==> config.mk <==
export PLATFORM = sky130hd
export DESIGN_NAME = mem_arbiter
export DESIGN_NICKNAME = d
export VERILOG_FILES = /design/src/rtl/mem_arbiter_pkg.sv /design/src/rtl/mem_arbiter_burst_counter.sv /design/src/rtl/mem_arbiter.sv
export SDC_FILE = /design/constraint.sdc
export NUM_CORES = 1
export LEC_CHECK = 0
export CAP_MARGIN = 20
export CORE_MARGIN = 2
export CORE_UTILIZATION = 28
export CTS_CLUSTER_DIAMETER = 120
export DETAILED_ROUTE_END_ITERATION = 10
export PLACE_DENSITY = 0.84
export SETUP_SLACK_MARGIN = 0.4
export SLEW_MARGIN = 5
export SYNTH_ARGS = -nofsm -noshare
export SYNTH_HDL_FRONTEND = slang
export SYNTH_SLANG_ARGS = --single-unit
==> constraint.sdc <==
create_clock -name clk -period 2.9 [get_ports clk]
set_input_delay 0.435 -clock clk [delete_from_list [all_inputs] [get_ports clk]]
set_output_delay 0.435 -clock clk [all_outputs]
set_load 0.01 [all_outputs]
==> src/rtl/mem_arbiter_pkg.sv <==
// mem_arbiter_pkg: types and constants shared by the memory-port arbiter.
//   arb_state_t : arbiter ownership state; its numeric value is the debug
//                 code seen on mem_arbiter.state_dbg (CPU_OWN=0, DMA_OWN=1,
//                 RELEASE=2).
//   MEM_READ    : rW level that makes testmemory perform a read, which is the
//                 safe idle level for the port.
package mem_arbiter_pkg;

  typedef enum logic [1:0] {
    CPU_OWN = 2'd0,
    DMA_OWN = 2'd1,
    RELEASE = 2'd2
  } arb_state_t;

  localparam logic MEM_READ = 1'b1;

endpackage

==> src/rtl/mem_arbiter_burst_counter.sv <==
// mem_arbiter_burst_counter: counts DMA accesses accepted during one grant.
//   clk_i   : clock
//   rst_ni  : synchronous active-low reset, clears the count
//   clr_i   : clear the count (takes priority over inc_i)
//   inc_i   : one access accepted this cycle
//   limit_o : the access accepted this cycle is the MAX_BURST-th one
// The count saturates at MAX_BURST and never wraps.
module mem_arbiter_burst_counter #(
  parameter int MAX_BURST = 16,
  parameter int CNT_W     = 8
) (
  input  logic clk_i,
  input  logic rst_ni,
  input  logic clr_i,
  input  logic inc_i,
  output logic limit_o
);

  logic [CNT_W-1:0] count_q, count_d;

  always_comb begin
    count_d = count_q;
    if (clr_i) begin
      count_d = '0;
    end else if (inc_i && (count_q < CNT_W'(MAX_BURST))) begin
      count_d = count_q + CNT_W'(1);
    end
  end

  always_ff @(posedge clk_i) begin
    if (!rst_ni) begin
      count_q <= '0;
    end else begin
      count_q <= count_d;
    end
  end

  // Flags the access that brings the count up to the limit, so the arbiter
  // can let that access finish and release on the same edge.
  assign limit_o = inc_i && (count_q == CNT_W'(MAX_BURST - 1));

endmodule

==> src/rtl/mem_arbiter.sv <==
// mem_arbiter: shares the test-memory port between the CPU datapath and a
// DMA / program-loader master.
//   clk, rst_n          : clock, synchronous active-low reset
//   cpu_addr/wdata/rw   : CPU side of the memory bus
//   cpu_sync            : CPU opcode-fetch cycle (instruction boundary)
//   cpu_stall           : freezes the CPU control FSM while DMA holds the bus
//   dma_req             : DMA asks for ownership (level)
//   dma_valid/addr/wdata/rw : DMA access, only honoured while granted
//   dma_ready           : DMA access accepted this cycle (zero wait)
//   dma_rdata/dma_rvalid: read data, one cycle after an accepted read
//   grant_dma           : DMA owns the port
//   mem_addr/wdata/rw   : to testmemory; mem_rdata from testmemory
//   state_dbg           : arbiter state code (0 CPU, 1 DMA, 2 release)
// DMA is granted only on a CPU fetch cycle; a grant is limited to MAX_BURST
// accepted accesses, after which the CPU gets at least one instruction in.
module mem_arbiter
  import mem_arbiter_pkg::*;
#(
  parameter int MAX_BURST = 16,
  parameter int CNT_W     = 8
) (
  input  logic        clk,
  input  logic        rst_n,
  input  logic [15:0] cpu_addr,
  input  logic [7:0]  cpu_wdata,
  input  logic        cpu_rw,
  input  logic        cpu_sync,
  output logic        cpu_stall,
  input  logic        dma_req,
  input  logic        dma_valid,
  input  logic [15:0] dma_addr,
  input  logic [7:0]  dma_wdata,
  input  logic        dma_rw,
  output logic        dma_ready,
  output logic [7:0]  dma_rdata,
  output logic        dma_rvalid,
  output logic        grant_dma,
  output logic [15:0] mem_addr,
  output logic [7:0]  mem_wdata,
  output logic        mem_rw,
  input  logic [7:0]  mem_rdata,
  output logic [1:0]  state_dbg
);

  arb_state_t state_q, state_d;
  logic       fair_q, fair_d;
  logic       rvalid_q;
  logic       accept;
  logic       limit_hit;

  // While reset is asserted nothing is accepted, so a DMA write that
  // coincides with reset never reaches the memory.
  assign accept = rst_n && (state_q == DMA_OWN) && dma_valid;

  mem_arbiter_burst_counter #(
    .MAX_BURST (MAX_BURST),
    .CNT_W     (CNT_W)
  ) u_burst_counter (
    .clk_i   (clk),
    .rst_ni  (rst_n),
    .clr_i   (state_q == RELEASE),
    .inc_i   (accept),
    .limit_o (limit_hit)
  );

  always_comb begin
    state_d = state_q;
    fair_d  = fair_q;
    unique case (state_q)
      CPU_OWN: begin
        if (cpu_sync) begin
          if (dma_req && !fair_q) begin
            state_d = DMA_OWN;
          end else begin
            // A boundary passed without a grant: the CPU got its instruction.
            fair_d = 1'b0;
          end
        end
      end
      DMA_OWN: begin
        if (limit_hit) begin
          state_d = RELEASE;
          fair_d  = 1'b1;
        end else if (!dma_req) begin
          state_d = RELEASE;
        end
      end
      RELEASE: state_d = CPU_OWN;
      default: state_d = CPU_OWN;
    endcase
  end

  always_ff @(posedge clk) begin
    if (!rst_n) begin
      state_q  <= CPU_OWN;
      fair_q   <= 1'b0;
      rvalid_q <= 1'b0;
    end else begin
      state_q  <= state_d;
      fair_q   <= fair_d;
      rvalid_q <= accept && dma_rw;
    end
  end

  assign grant_dma = (state_q == DMA_OWN);
  assign cpu_stall = (state_q != CPU_OWN);
  assign dma_ready = accept;
  assign state_dbg = state_q;

  assign mem_addr  = grant_dma ? dma_addr  : cpu_addr;
  assign mem_wdata = grant_dma ? dma_wdata : cpu_wdata;

  always_comb begin
    mem_rw = cpu_rw;
    if (!rst_n) begin
      mem_rw = MEM_READ;
    end else if (grant_dma) begin
      mem_rw = dma_valid ? dma_rw : MEM_READ;
    end
  end

  // testmemory registers its read data, so in the cycle after an accepted
  // read mem_rdata already holds the word; it is passed through only while
  // dma_rvalid is high and reads as zero otherwise.
  assign dma_rvalid = rvalid_q;
  assign dma_rdata  = rvalid_q ? mem_rdata : 8'h00;

endmodule

; ---- After elaboration in Yosys (flattened, before gate mapping)
; Index checks and enable logic that the tools add are counted.
[word_totals]
register_bits = 12
latch_bits = 0
mem_bits_rw = 0
rom_bits = 0
out_inout_bits = 39
mem_count = 0
[classes]
n_addsub = 1
n_mul = 0
div_mod_pow = 0
n_lt_le_gt_ge = 1
n_eq_ne = 8
n_shift = 0
mux = 15
bitwise_logic = 1
reduce_logical = 13
[ops]
columns = operator, count
row1 = $mux 16, 1
row2 = $mux 8, 2
row3 = $add 8x1->8 const B, 1
row4 = $eq 8x4->1 const B, 1
row5 = $lt 8x5->1 const B, 1
row6 = $mux 2, 4
row7 = $logic_and 1x1->1, 6
row8 = $mux 1, 6
row9 = $ne 2x2->1 const B, 3
row10 = $pmux 2 s2, 1
row11 = $reduce_and 4->1, 1
row12 = $reduce_bool 2->1, 2
row13 = $ne 3x2->1 const B, 1
row14 = $reduce_and 3->1, 1
row15 = $eq 2x1->1 const B, 1
row16 = $eq 2x2->1 const B, 1
row17 = $logic_not 2->1, 1
row18 = $ne 2x1->1 const B, 1
row19 = $pmux 1 s2, 1
row20 = $reduce_or 2->1, 1
row21 = $logic_not 1->1, 1
row22 = $not 1->1, 1

; ---- Depth between registers and ports, before layout
; Gate-level depths: netlist of run 1.
[depth]
ltp_word = 6
depth_mapped = 6
depth_no_buf = 4

; ---- Cells and area by module
; From an unflattened synthesis of run 1, not the netlist that was laid out.
[hier_totals]
cells_unflattened = 96
area_unflattened_um2 = 927.1
[by_module_without_submodules]
columns = module, n_inst, cells_each, area_per_inst_um2, seq_area_each_um2
row1 = mem_arbiter, 1, 59, 585.6, 80.1
row2 = mem_arbiter_burst_counter, 1, 37, 341.6, 160.2

; ---- Worst setup path after synthesis of run 1
; OpenSTA, ideal clock, no wires.
[synth_timing]
path_kind = reg-to-output
startpoint = register state_q[0] (netlist: state_dbg[0])
endpoint = output port mem_addr[13]
t_arrival_ps = 1309
t_required_ps = 2465
path_slack_ps = 1156
stages_incl_launch_ff = 7
path_cell_list = dfxtp_1 -> nand2b_1 -> clkbuf_1 -> inv_2 -> buf_1 -> nand2_1 -> nand2_1
[synth_between]
elab_chain_len = 2
[synth_lines]
columns = item, line_no
row1 = from (decl), mem_arbiter.sv:45  ; arb_state_t state_q, state_d;
row2 = from (signal assigned), mem_arbiter.sv:99  ; state_q <= state_d;
row3 = $eq 2x1->1, mem_arbiter.sv:105  ; assign grant_dma = (state_q == DMA_OWN);
row4 = named net grant_dma, mem_arbiter.sv:37  ; output logic grant_dma,
row5 = $mux 16, mem_arbiter.sv:110  ; assign mem_addr = grant_dma ? dma_addr : cpu_addr;
row6 = to (decl), mem_arbiter.sv:38  ; output logic [15:0] mem_addr,
; The timed path passes the listed nets, and every way through them passes these cells.

; ---- Worst setup path after layout of run 1
[layout_timing]
startpoint = register state_q[1] (netlist: state_dbg[1])
endpoint = output port mem_rw
[layout_between]
elab_chain_len = 3
[layout_lines]
columns = item, line_no
row1 = $eq 2x1->1, mem_arbiter.sv:105
row2 = $mux 1, mem_arbiter.sv:117  ; end else if (grant_dma) begin
row3 = $mux 1, mem_arbiter.sv:115  ; if (!rst_n) begin
row4 = to (decl), mem_arbiter.sv:40  ; output logic mem_rw,
; No other way between the ends.

==> results.cfg, run 1 <==
[outcome]
status = completed

[cells_and_area]
diodes = 0
final_core_util = 0.647
drive_above_1_share = 0.0373
syn_to_final_growth_pct = 126
nets = 306

[pwr]
vdd_drop_max_uv = 209
clock_power_share = 0.251
power.leakage_nw = 0.872
power.internal_mw = 0.393
pwr-share-seq = 0.316
power-per-cell-area_mw_per_mm2 = 276
p_sw_mw = 0.139
switching_share = 0.262
total_power_mw = 0.532
pwr-share-comb = 0.433

[critical_path]
critPathMaxFanout = 25
cpPeakStageDelay_ns = 0.57
critPathLaunchType = register
required_ns = 2.47
end_kind = output port
critPathArrivalTime_ns = 1.92
cp_cell_sequence = nand2b_1 > buf_4 > nor3b_1 > o21ai_0 > clkdlybuf4s50_1
crit_slowest_cell = clkdlybuf4s50_1
critPathKind = reg2out

[sta]
hold_ws_ns = 0.464
period_share = 0.813
slew_viol_final = 0
layout_min_cycle_time_ns = 2.36
max_slew_margin = 0.658
worst-slew-pin-transition_ns = 0.509
fmax_ghz = 0.424
tns_ns = 0
setup_viol = 0
hold_viol = 0
rsz0062_at_grt = no
finClkSkew_ns = 0.00270

[detailed_routing]
wirelength_um = 3100
via_per_inst = 4.54
wl_per_cell_um = 11.3
drt_pass1_iterations = 4
post-route-drc-count = 0
drtIter0Drc = 22
num_vias = 1243
ant_nets = 0

[floorplanning]
initial_core_util = 0.286
ios = 102
die_w_um = 59.2
row_count = 20
core-area_mm2 = 0.00298
die-area_mm2 = 0.00350
die-height_um = 59.2

[cts]
cts_hold_buf = 0
post_cts_buffers = 0
cts_resized = 0
clock_sinks = 12
htree_levels = 1
cts_inserted_buffers = 3
cts_tree = yes
clk_pin_slew_worst_paths_ns = 0.07
clockBufferDepth = 2
clk_latency_ns = 0.28
root_buffer = clkbuf_4

[synthesis]
ys_types = 28
async_flop_share = 0
ys_warn_count = 0
synth_cells = 140
synth_fp_nets = 204
dominantRegCellSynth = dfxtp_1
synth-edff-count = 0
seq_area_frac_synth = 0.282
synth-seq-cells = 12
syn_area_per_cell_um2 = 6.09
synthesis.area_um2 = 852

[placed_design]
place.port_buffers = 101
dpl.hpwl_um = 2540
gp_congestion = 0.799

[worst_hold_path]
hp-class = reg2reg

[grt]
grt_max_degree = 29
grt_pass1_vias = 1096
grt_overflow = 0
grt.total_usage = 0.177
antenna_found_initial = 0
grt_first_pass_wirelength_um = 4720

[flow_run]
maxCapViolCount = 0
-- power by group through the flow --
| stage | clock network (mW) | registers [mW] | logic [mW] |
|---|---|---|---|
| detailed placement | 0 | 0.172 | 0.231 |
| global placement | 0 | 0.172 | 0.229 |
| finish | 0.134 | 0.168 | 0.230 |
| global route | 0.145 | 0.169 | 0.251 |
| CTS | 0.140 | 0.168 | 0.232 |
| floorplan | 0 | 0.173 | 0.0696 |
-- stage by stage --
step	instances	area (µm²)	setup slack (ns)
detailed placement	270	1890	0.589
CTS	274	1930	0.492
global route	274	1930	0.428
floorplan	140	852	1.16
global placement	270	1890	0.601
finish	274	1930	0.543
-- cell usage in the layout (no fill, tap or decap), types with 2 or more instances in the layout --
| cell | instances |
|---|---|
| nand2_1 | 74 |
| a21oi_1 | 3 |
| nand3_1 | 6 |
| o211a_1 | 2 |
| clkdlybuf4s50_1 | 101 |
| buf_4 | 2 |
| and2_1 | 12 |
| inv_1 | 4 |
| o21ai_0 | 4 |
| clkbuf_4 | 3 |
| dfxtp_1 | 12 |
-- cells by family (layout without fill, tap and decap cells) --
logic type / count (synthesis) / in the layout / share of synthesized area
flops: 12 / 12 / 0.282
simple gates: 101 / 101 / 0.524
mux: 1 / 1 / 0.0117
buf+inv: 11 / 112 / 0.0573
fa+ha+maj: 1 / 1 / 0.0147
compound gates: 14 / 14 / 0.110
-- synth_stat cells, types with 2 or more instances --
cell,n,area share
a21oi_1,3,0.018
and2_1,12,0.088
buf_1,2,0.0088
clkbuf_1,3,0.013
dfxtp_1,12,0.28
inv_1,4,0.018
nand2_1,74,0.33
nand3_1,6,0.035
o211a_1,2,0.023
o21ai_0,4,0.023
-- area by class of cell --
type | count | area (µm²)
fill | 288 | 1050
timing repair buffer | 103 | 1030
multi-input combinational | 117 | 563
sequential | 12 | 240
tap | 33 | 41.3
clock buffer | 4 | 36.3
inverter | 5 | 20.0
-- path summary, 6_finish.rpt --
kind / cells past startpoint / startpoint / slack (ns) / end
worst max-delay path: 5 / state_dbg[1] / 0.54 / mem_rw
worst min-delay path: 1 / fair_q / 0.46 / state_dbg[0]
worst max register to register: 3 / u_burst_counter.count_q[4] / 1.27 / state_dbg[0]
worst min register to register: 1 / fair_q / 0.46 / state_dbg[0]
-- worst max-delay path, delay by kind of cell, from the launching register on --
family	cells	cell delay, ns
buf+inv	2	0.84
flops	1	0.38
simple gates	2	0.26
compound gates	1	0.17
-- registers in the layout (all words and copies together), names as in the netlist --
register and cells:
state_dbg 2, fair_q 1, dma_rvalid 1, u_burst_counter.count_q 8
-- routing by layer --
layer / wire (µm) / GRT usage
met5: 0 / 0
met3: 283 / 0.0699
met1: 1220 / 0.199
met4: 46 / 0.0455
met2: 1550 / 0.310
No activity file was read; power rests on OpenSTA's default activity.
==> run 2: changes to the inputs <==
--- a/config.mk
+++ b/config.mk
@@ -7,10 +7,10 @@
 export LEC_CHECK = 0
 export CAP_MARGIN = 20
 export CORE_MARGIN = 2
-export CORE_UTILIZATION = 28
+export CORE_UTILIZATION = 26
 export CTS_CLUSTER_DIAMETER = 120
 export DETAILED_ROUTE_END_ITERATION = 10
-export PLACE_DENSITY = 0.84
+export PLACE_DENSITY = 0.79
 export SETUP_SLACK_MARGIN = 0.4
 export SLEW_MARGIN = 5
 export SYNTH_ARGS = -nofsm -noshare
==> constraint.sdc (replaced) <==
create_clock -name clk -period 2.3 [get_ports clk]
set_input_delay 0.345 -clock clk [delete_from_list [all_inputs] [get_ports clk]]
set_output_delay 0.345 -clock clk [all_outputs]
set_load 0.01 [all_outputs]
==> run 2 against run 1 <==
- global-route usage fell by 2.2 points
- critical path depth down 2
- clock power is 24% higher
- non-clock buffer count increased by 4
- setup slack worse by 0.030 ns
- die area rose by 7.2%
- sequential cell count unchanged
- wire length rose by 6.6%
- clock skew rose by 0.0031 ns
- critical endpoint is now dma_rdata[7]
==> results.cfg, run 2 (synthesis gave the netlist of run 1 again) <==
[cts]
clk_latency_ns = 0.27
root_buffer = clkbuf_4
clock_sinks = 12
htree_levels = 1
clockBufferDepth = 2
cts_tree = yes
clk_pin_slew_worst_paths_ns = 0.07
cts_inserted_buffers = 3
post_cts_buffers = 0

[sta]
layout_min_cycle_time_ns = 1.79
hold_ws_ns = 0.458
tns_ns = 0
period_share = 0.777
slew_viol_final = 0
finClkSkew_ns = 0.00576
fmax_ghz = 0.560
hold_viol = 0
worst-slew-pin-transition_ns = 0.462
setup_viol = 0
max_slew_margin = 0.690
finalWorstSetupSlack_ns = 0.513
rsz0062_at_grt = no

[pwr]
power.leakage_nw = 0.943
power-per-cell-area_mw_per_mm2 = 331
vdd_drop_max_uv = 251
total_power_mw = 0.648

[floorplanning]
ios = 102
die-height_um = 61.2
die-area_mm2 = 0.00375
die_w_um = 61.2
core-area_mm2 = 0.00308
initial_core_util = 0.277
row_count = 20

[critical_path]
critPathKind = in2out
critPathMaxFanout = 1
critPathLaunchType = input port
end_kind = output port
required_ns = 1.96
critPathArrivalTime_ns = 1.44

[detailed_routing]
drt_pass1_iterations = 4
post-route-drc-count = 0
drtIter0Drc = 48
wirelength_um = 3310
wl_per_cell_um = 11.4
via_per_inst = 4.32
ant_nets = 0
num_vias = 1249

[grt]
antenna_found_initial = 0
grt_overflow = 0
grt_max_degree = 16
grt.total_usage = 0.155
grt_pass1_vias = 1007
grt_first_pass_wirelength_um = 4440

[cells_and_area]
fillers = 302
diodes = 0
top_register = u_burst_counter.count_q
syn_to_final_growth_pct = 130
nets = 310
largest_reg_flops = 8
final_common_cell = nand2_1
register_area_um2 = 243
drive_above_1_share = 0.0653
final_cell_mix = nand2_1 (74), clkdlybuf4s50_1 (73), dlygate4sd2_1 (28)
multi_input_area_um2 = 571

[placed_design]
gp_congestion = 0.807
preCtsSetupSlack_ns = 0.198
dpl.hpwl_um = 2780
place.port_buffers = 101

[worst_hold_path]
hp-class = reg2reg

[outcome]
status = completed

[flow_run]
maxCapViolCount = 0
## run 2: cell count changes in the layout (fill, tap and decap cells not counted), sizes merged
cell           delta
dlygate4sd2      +28
buf               +4
clkdlybuf4s50    -28
clkinv            -1
inv               +1
## run 2: worst max-delay path: stages
cell and delay (ns):
clkdlybuf4s50_1 0.44, and2_1 0.12, clkdlybuf4s50_1 0.53
## run 2: cell type report
type / count / area share
clock buffer: 4 / 0.0186
inverter: 5 / 0.00960
multi-input combinational: 117 / 0.292
sequential: 12 / 0.124
tap: 44 / 0.0282
timing repair buffer: 107 / 0.528
## run 2: timing repair
| item | CTS | global route |
|---|---|---|
| endpoints found under the setup margin | 27 | 0 |
| resized for setup | 34 | 0 |
| endpoints found under the hold margin | 0 | 0 |
| hold buffers | 0 | 0 |
## run 2: power by group
group          internal [mW]  switching, mW  total (mW)
Combinational          0.168          0.101       0.269
Sequential             0.210        0.00325       0.213
Clock                 0.0962         0.0693       0.166
## run 2: final timing paths
kind | cells past startpoint | slack (ns) | from | endpoint
setup / recovery | 3 | 0.51 | mem_rdata[7] | dma_rdata[7]
hold / removal | 1 | 0.46 | fair_q | state_dbg[0]
setup reg to reg | 3 | 0.71 | u_burst_counter.count_q[4] | u_burst_counter.count_q[3]
hold reg to reg | 1 | 0.46 | fair_q | state_dbg[0]
## run 2: per-layer routing
layer,part of all wire,global-route usage,vias up
met5,0,0,-
met4,0.0036,0.0186,0
met3,0.088,0.0399,2
met2,0.54,0.292,47
met1,0.37,0.179,539
li1,-,-,661
## run 2: metrics by stage
step	cell area (µm²)	cells	utilization
after detailed placement	1930	285	0.628
after CTS	1960	289	0.635
after global routing	1960	289	0.635
after floorplan	852	140	-
final	1960	289	0.635
after global placement	1930	285	0.628
==> RTL change 1: new RTL, config.mk and constraints of run 2 <==
One comparison of `count_q` changes from == to >=.
--- a/src/rtl/mem_arbiter_burst_counter.sv
+++ b/src/rtl/mem_arbiter_burst_counter.sv
@@ -39,3 +39,3 @@
   // can let that access finish and release on the same edge.
-  assign limit_o = inc_i && (count_q == CNT_W'(MAX_BURST - 1));
+  assign limit_o = inc_i && (count_q >= CNT_W'(MAX_BURST - 1));
 
Formal check against the unedited RTL: no difference found for any inputs over 10 cycles, from zero or initial values and one cycle with rst_n low; that may be too few to reach the edited logic, so the function may still have changed.
==> RTL change 1 against run 2 <==
First-iteration DRC count decreased by 19%; wire length shrank 0.48%; area after synthesis grew 1.2%; total power rose by 3.4%; setup slack got worse by 18 ps; sequential cell count stayed put; cell area rose by 3.6%; sequential share of layout area shrank 0.37 points; largest power group unchanged; highest routed layer unchanged.
==> RTL change 1: results (changes against run 2) <==
layout.nets: 312  # +0.65%
vias: 1305  # +4.5%
h-tree-depth: 1  # unchanged
synth_xor_area_frac: 0  # unchanged
worst_slew_pin_slew_ps: 515  # +52.7 ps
gp_congestion: 0.732  # -9.3%
synth_compound_area_frac: 0.106  # -0.00418
wl_per_cell_um: 11.3  # -1.2%
n_antenna_cell: 0  # unchanged
port_buffers: 101  # unchanged
ys_seq_area_frac: 0.279  # -0.00327
synth_mux_area_frac: 0.0116  # -0.000136
max_flop_register: "u_burst_counter.count_q"
r2r_setup_slack_ps: 640  # -70 ps
place_area_um2: 1940  # +0.26%
dr.pass1.iters: 4  # unchanged
synthTopCellsByCount: "74 x nand2_1, 12 x dfxtp_1, 11 x and2_1"
hold_path_depth: 2  # +1
hold_start: "fair_q"
r2r-end: "u_burst_counter.count_q[3]"
grt_max_degree: 25  # +9
async_reset_ff_frac: 0  # unchanged
dp_slack_ps: 213  # +15.2 ps
reg2reg_depth: 3  # unchanged
antenna_found_initial: 0  # unchanged
ir_worst_vdd_mv: 0.155  # -38%
synth_ff_type: "dfxtp_1"
path_clk_slew_ps: 80
finClkSkew_ps: 2.11  # -3.65 ps
status: "finished, final reports clean"
dp_hpwl_um: 2580  # -7.4%
grt_first_pass_wirelength_um: 4660  # +4.8%
synthAdderAreaFrac: 0.0145  # -0.000170
leakagePower_nw: 1.07  # +14%
drive_gt1_frac: 0.105  # +0.0400
ys_top_cells_by_area: "nand2_1 32%, dfxtp_1 28%, and2_1 8.0%"
cts-root-buf: "clkbuf_4"
grt_pass1_vias: 1097  # +8.9%
cts_made_buffers: 3  # unchanged
path_max_fanout: 6  # +5
r2r_start: "u_burst_counter.count_q[7]"
drt-initial-drc-count: 39  # -19%
syn_nets: 207  # +1.5%
fill_cells: 289  # -4.3%
whs_endpoint: "fair_q"
final_antenna_net_count: 0  # unchanged
hold_class: "reg -> reg"
arrival_ps: 1460  # +20 ps
grt.total_usage: 0.165  # +0.00991
[RTL change 1: worst max path at each step]
| stage | startpoint | to | slack [ps] | cells past startpoint |
|---|---|---|---|---|
| after floorplan | state_dbg[1] | mem_addr[13] | 530 | 6 |
| after global placement | dma_valid | mem_rw | 250 | 4 |
| after detailed placement | dma_valid | dma_ready | 210 | 4 |
| after CTS | state_dbg[1] | mem_wdata[0] | 230 | 6 |
| after global routing | state_dbg[1] | mem_addr[9] | 440 | 6 |
| final | dma_valid | dma_ready | 490 | 4 |
[RTL change 1: logic make-up after synthesis]
kind of cell	Yosys count
and+or+nand+nor	103
DFF	12
buffers and inverters	10
muxes	1
AOI/OAI and AO/OA	16
adders and majority gates	1
[RTL change 1: through the flow]
stage,std cells,utilization,hold slack (ps)
final,291,0.653,469
after global routing,291,0.653,488
after CTS,291,0.652,473
after floorplan,143,-,432
after detailed placement,286,0.625,462
after global placement,286,0.625,448
[RTL change 1: area by class of cell]
type | count | share of cell area
timing repair buffer | 107 | 0.536
multi-input combinational | 121 | 0.292
sequential | 12 | 0.120
tap | 44 | 0.0272
clock buffer | 4 | 0.0179
inverter | 3 | 0.00679
[RTL change 1: power by group]
part | switching, mW | internal, mW | leakage (nW)
combinational | 0.103 | 0.183 | 0.955
clock | 0.0751 | 0.0964 | 0.0210
sequential | 0.00241 | 0.209 | 0.0977
[RTL change 1: critical path, stage by stage]
cell and delay (ps):
clkdlybuf4s50_1 520, nand4b_2 180, inv_1 130, dlygate4sd2_1 290
[RTL change 1: layer usage]
metal / wire length [um] / GRT usage
met5: 0 / 0
met4: 49 / 0.0729
met3: 337 / 0.0273
met2: 1630 / 0.280
met1: 1280 / 0.203
[RTL change 1: timing repair]
action,in CTS,in global routing
gates cloned,1,0
resized for setup,23,36
pin swaps,0,0
endpoints found under the setup margin,27,26
==> RTL change 2: new RTL, flow settings as in run 2 <==
Without the edit above. `CNT_W` is set to 8 in 2 places; all go to 10.
--- a/src/rtl/mem_arbiter_burst_counter.sv
+++ b/src/rtl/mem_arbiter_burst_counter.sv
@@ -9,3 +9,3 @@
   parameter int MAX_BURST = 16,
-  parameter int CNT_W     = 8
+  parameter int CNT_W     = 10
 ) (
--- a/src/rtl/mem_arbiter.sv
+++ b/src/rtl/mem_arbiter.sv
@@ -19,3 +19,3 @@
   parameter int MAX_BURST = 16,
-  parameter int CNT_W     = 8
+  parameter int CNT_W     = 10
 ) (
Check against the original RTL: no difference found for any inputs over 10 cycles, from zero or initial values and one cycle with rst_n low; that may be too few to reach the edited logic, so the function may still have changed.
==> RTL change 2 against run 2 <==
Final cell count increased by 5.2%; cell area grew 9.9%; total power rose by 21%; combinational power increased by 10%; critical path type is now reg -> out; area after synthesis up 13%; wire length grew 16%; sequential cell count increased by 2; setup slack worse by 62 ps.
==> RTL change 2: results (changes against run 2) <==
final_cells: 304  # +5.2%
dr.pass1.iters: 5  # +1
dp_hpwl_um: 2870  # +3.1%
wl_um: 3830  # +16%
synthTopCellsByCount: "75 x nand2_1, 14 x and2_1, 14 x dfxtp_1"
use_met1: 0.228  # +0.0487
netlist_instances: 152  # +8.6%
vias: 1306  # +4.6%
grt.total_usage: 0.184  # +0.0294
ys_top_cells_by_area: "nand2_1 29%, dfxtp_1 29%, and2_1 9.1%"
slowest_stage: "dfxtp_4"
whs_ps: 465  # +6.78 ps
whs_endpoint: "u_burst_counter.count_q[7]"
finalCritPeriodShare: 0.804  # +0.0268
arrival_ps: 1500  # +60 ps
syn_nets: 216  # +5.9%
clk_latency_ps: 250  # -20 ps
place_inst: 298  # +4.6%
ys_seq_area_frac: 0.291  # +0.00859
r2r_setup_slack_ps: 730  # +20 ps
hold_class: "reg -> reg"
cts-root-buf: "clkbuf_8"
critPathLaunch: "state_dbg[1]"
leakagePower_nw: 0.994  # +5.3%
r2r_start: "state_dbg[0]"
drive_gt1_frac: 0.0781  # +0.0128
n_antenna_cell: 0  # unchanged
status: "finished, final reports clean"
worst_slew_pin_slew_ps: 540  # +77.4 ps
synthAdderAreaFrac: 0.0130  # -0.00171
path_max_fanout: 12  # +11
grt_first_pass_wirelength_um: 6150  # +38%
dp_slack_ps: 244  # +46.0 ps
r2r-end: "u_burst_counter.count_q[1]"
port_buffers: 101  # unchanged
slew_viol_final: 0  # unchanged
hold_start: "u_burst_counter.count_q[7]"
synth_mux_area_frac: 0.0415  # +0.0298
ir_worst_vdd_mv: 0.215  # -14%
reg2reg_depth: 5  # +2
place_area_um2: 2040  # +5.4%
cpPeakStageDelay_ps: 360  # -170 ps
largest_reg_flops: 10  # +2
gp_congestion: 0.795  # -1.5%
use_met3: 0.0451  # +0.00522
finClkSkew_ps: 4.58  # -1.18 ps
drt-initial-drc-count: 45  # -6.3%
synth_compound_area_frac: 0.118  # +0.00790
layout.nets: 321  # +3.5%
ys_types: 25  # -11%
grt_max_degree: 25  # +9
grt_use_met2: 0.318  # +0.0265
fill_cells: 338  # +12%
setup.worst_path.end: "mem_wdata[7]"
==> RTL change 2: repair_timing <==
action,in CTS,in global routing
hold endpoints to repair,0,0
pin swaps,1,0
gates resized for setup,33,19
endpoints found under the setup margin,28,16
setup buffers,1,0
cloned,1,0
==> RTL change 2: power by group <==
group	switching (mW)	total (mW)	internal, mW
registers	0.00269	0.247	0.244
clock network	0.0891	0.241	0.152
logic	0.112	0.296	0.184
==> RTL change 2: cell type report <==
class	instances	area (um2)	share of cell area
Tap cell	48	60.1	0.0279
Clock buffer	4	55.1	0.0256
Timing Repair Buffer	107	1080	0.503
Inverter	9	40.0	0.0186
Sequential cell	14	284	0.132
Multi-Input combinational cell	122	629	0.293
==> RTL change 2: metal layers <==
metal | part of all wire | wire length (um) | vias to the layer above
li1 | - | - | 697
met1 | 0.41 | 1580 | 555
met2 | 0.51 | 1960 | 52
met3 | 0.070 | 268 | 2
met4 | 0.0044 | 17 | 0
met5 | 0 | 0 | -
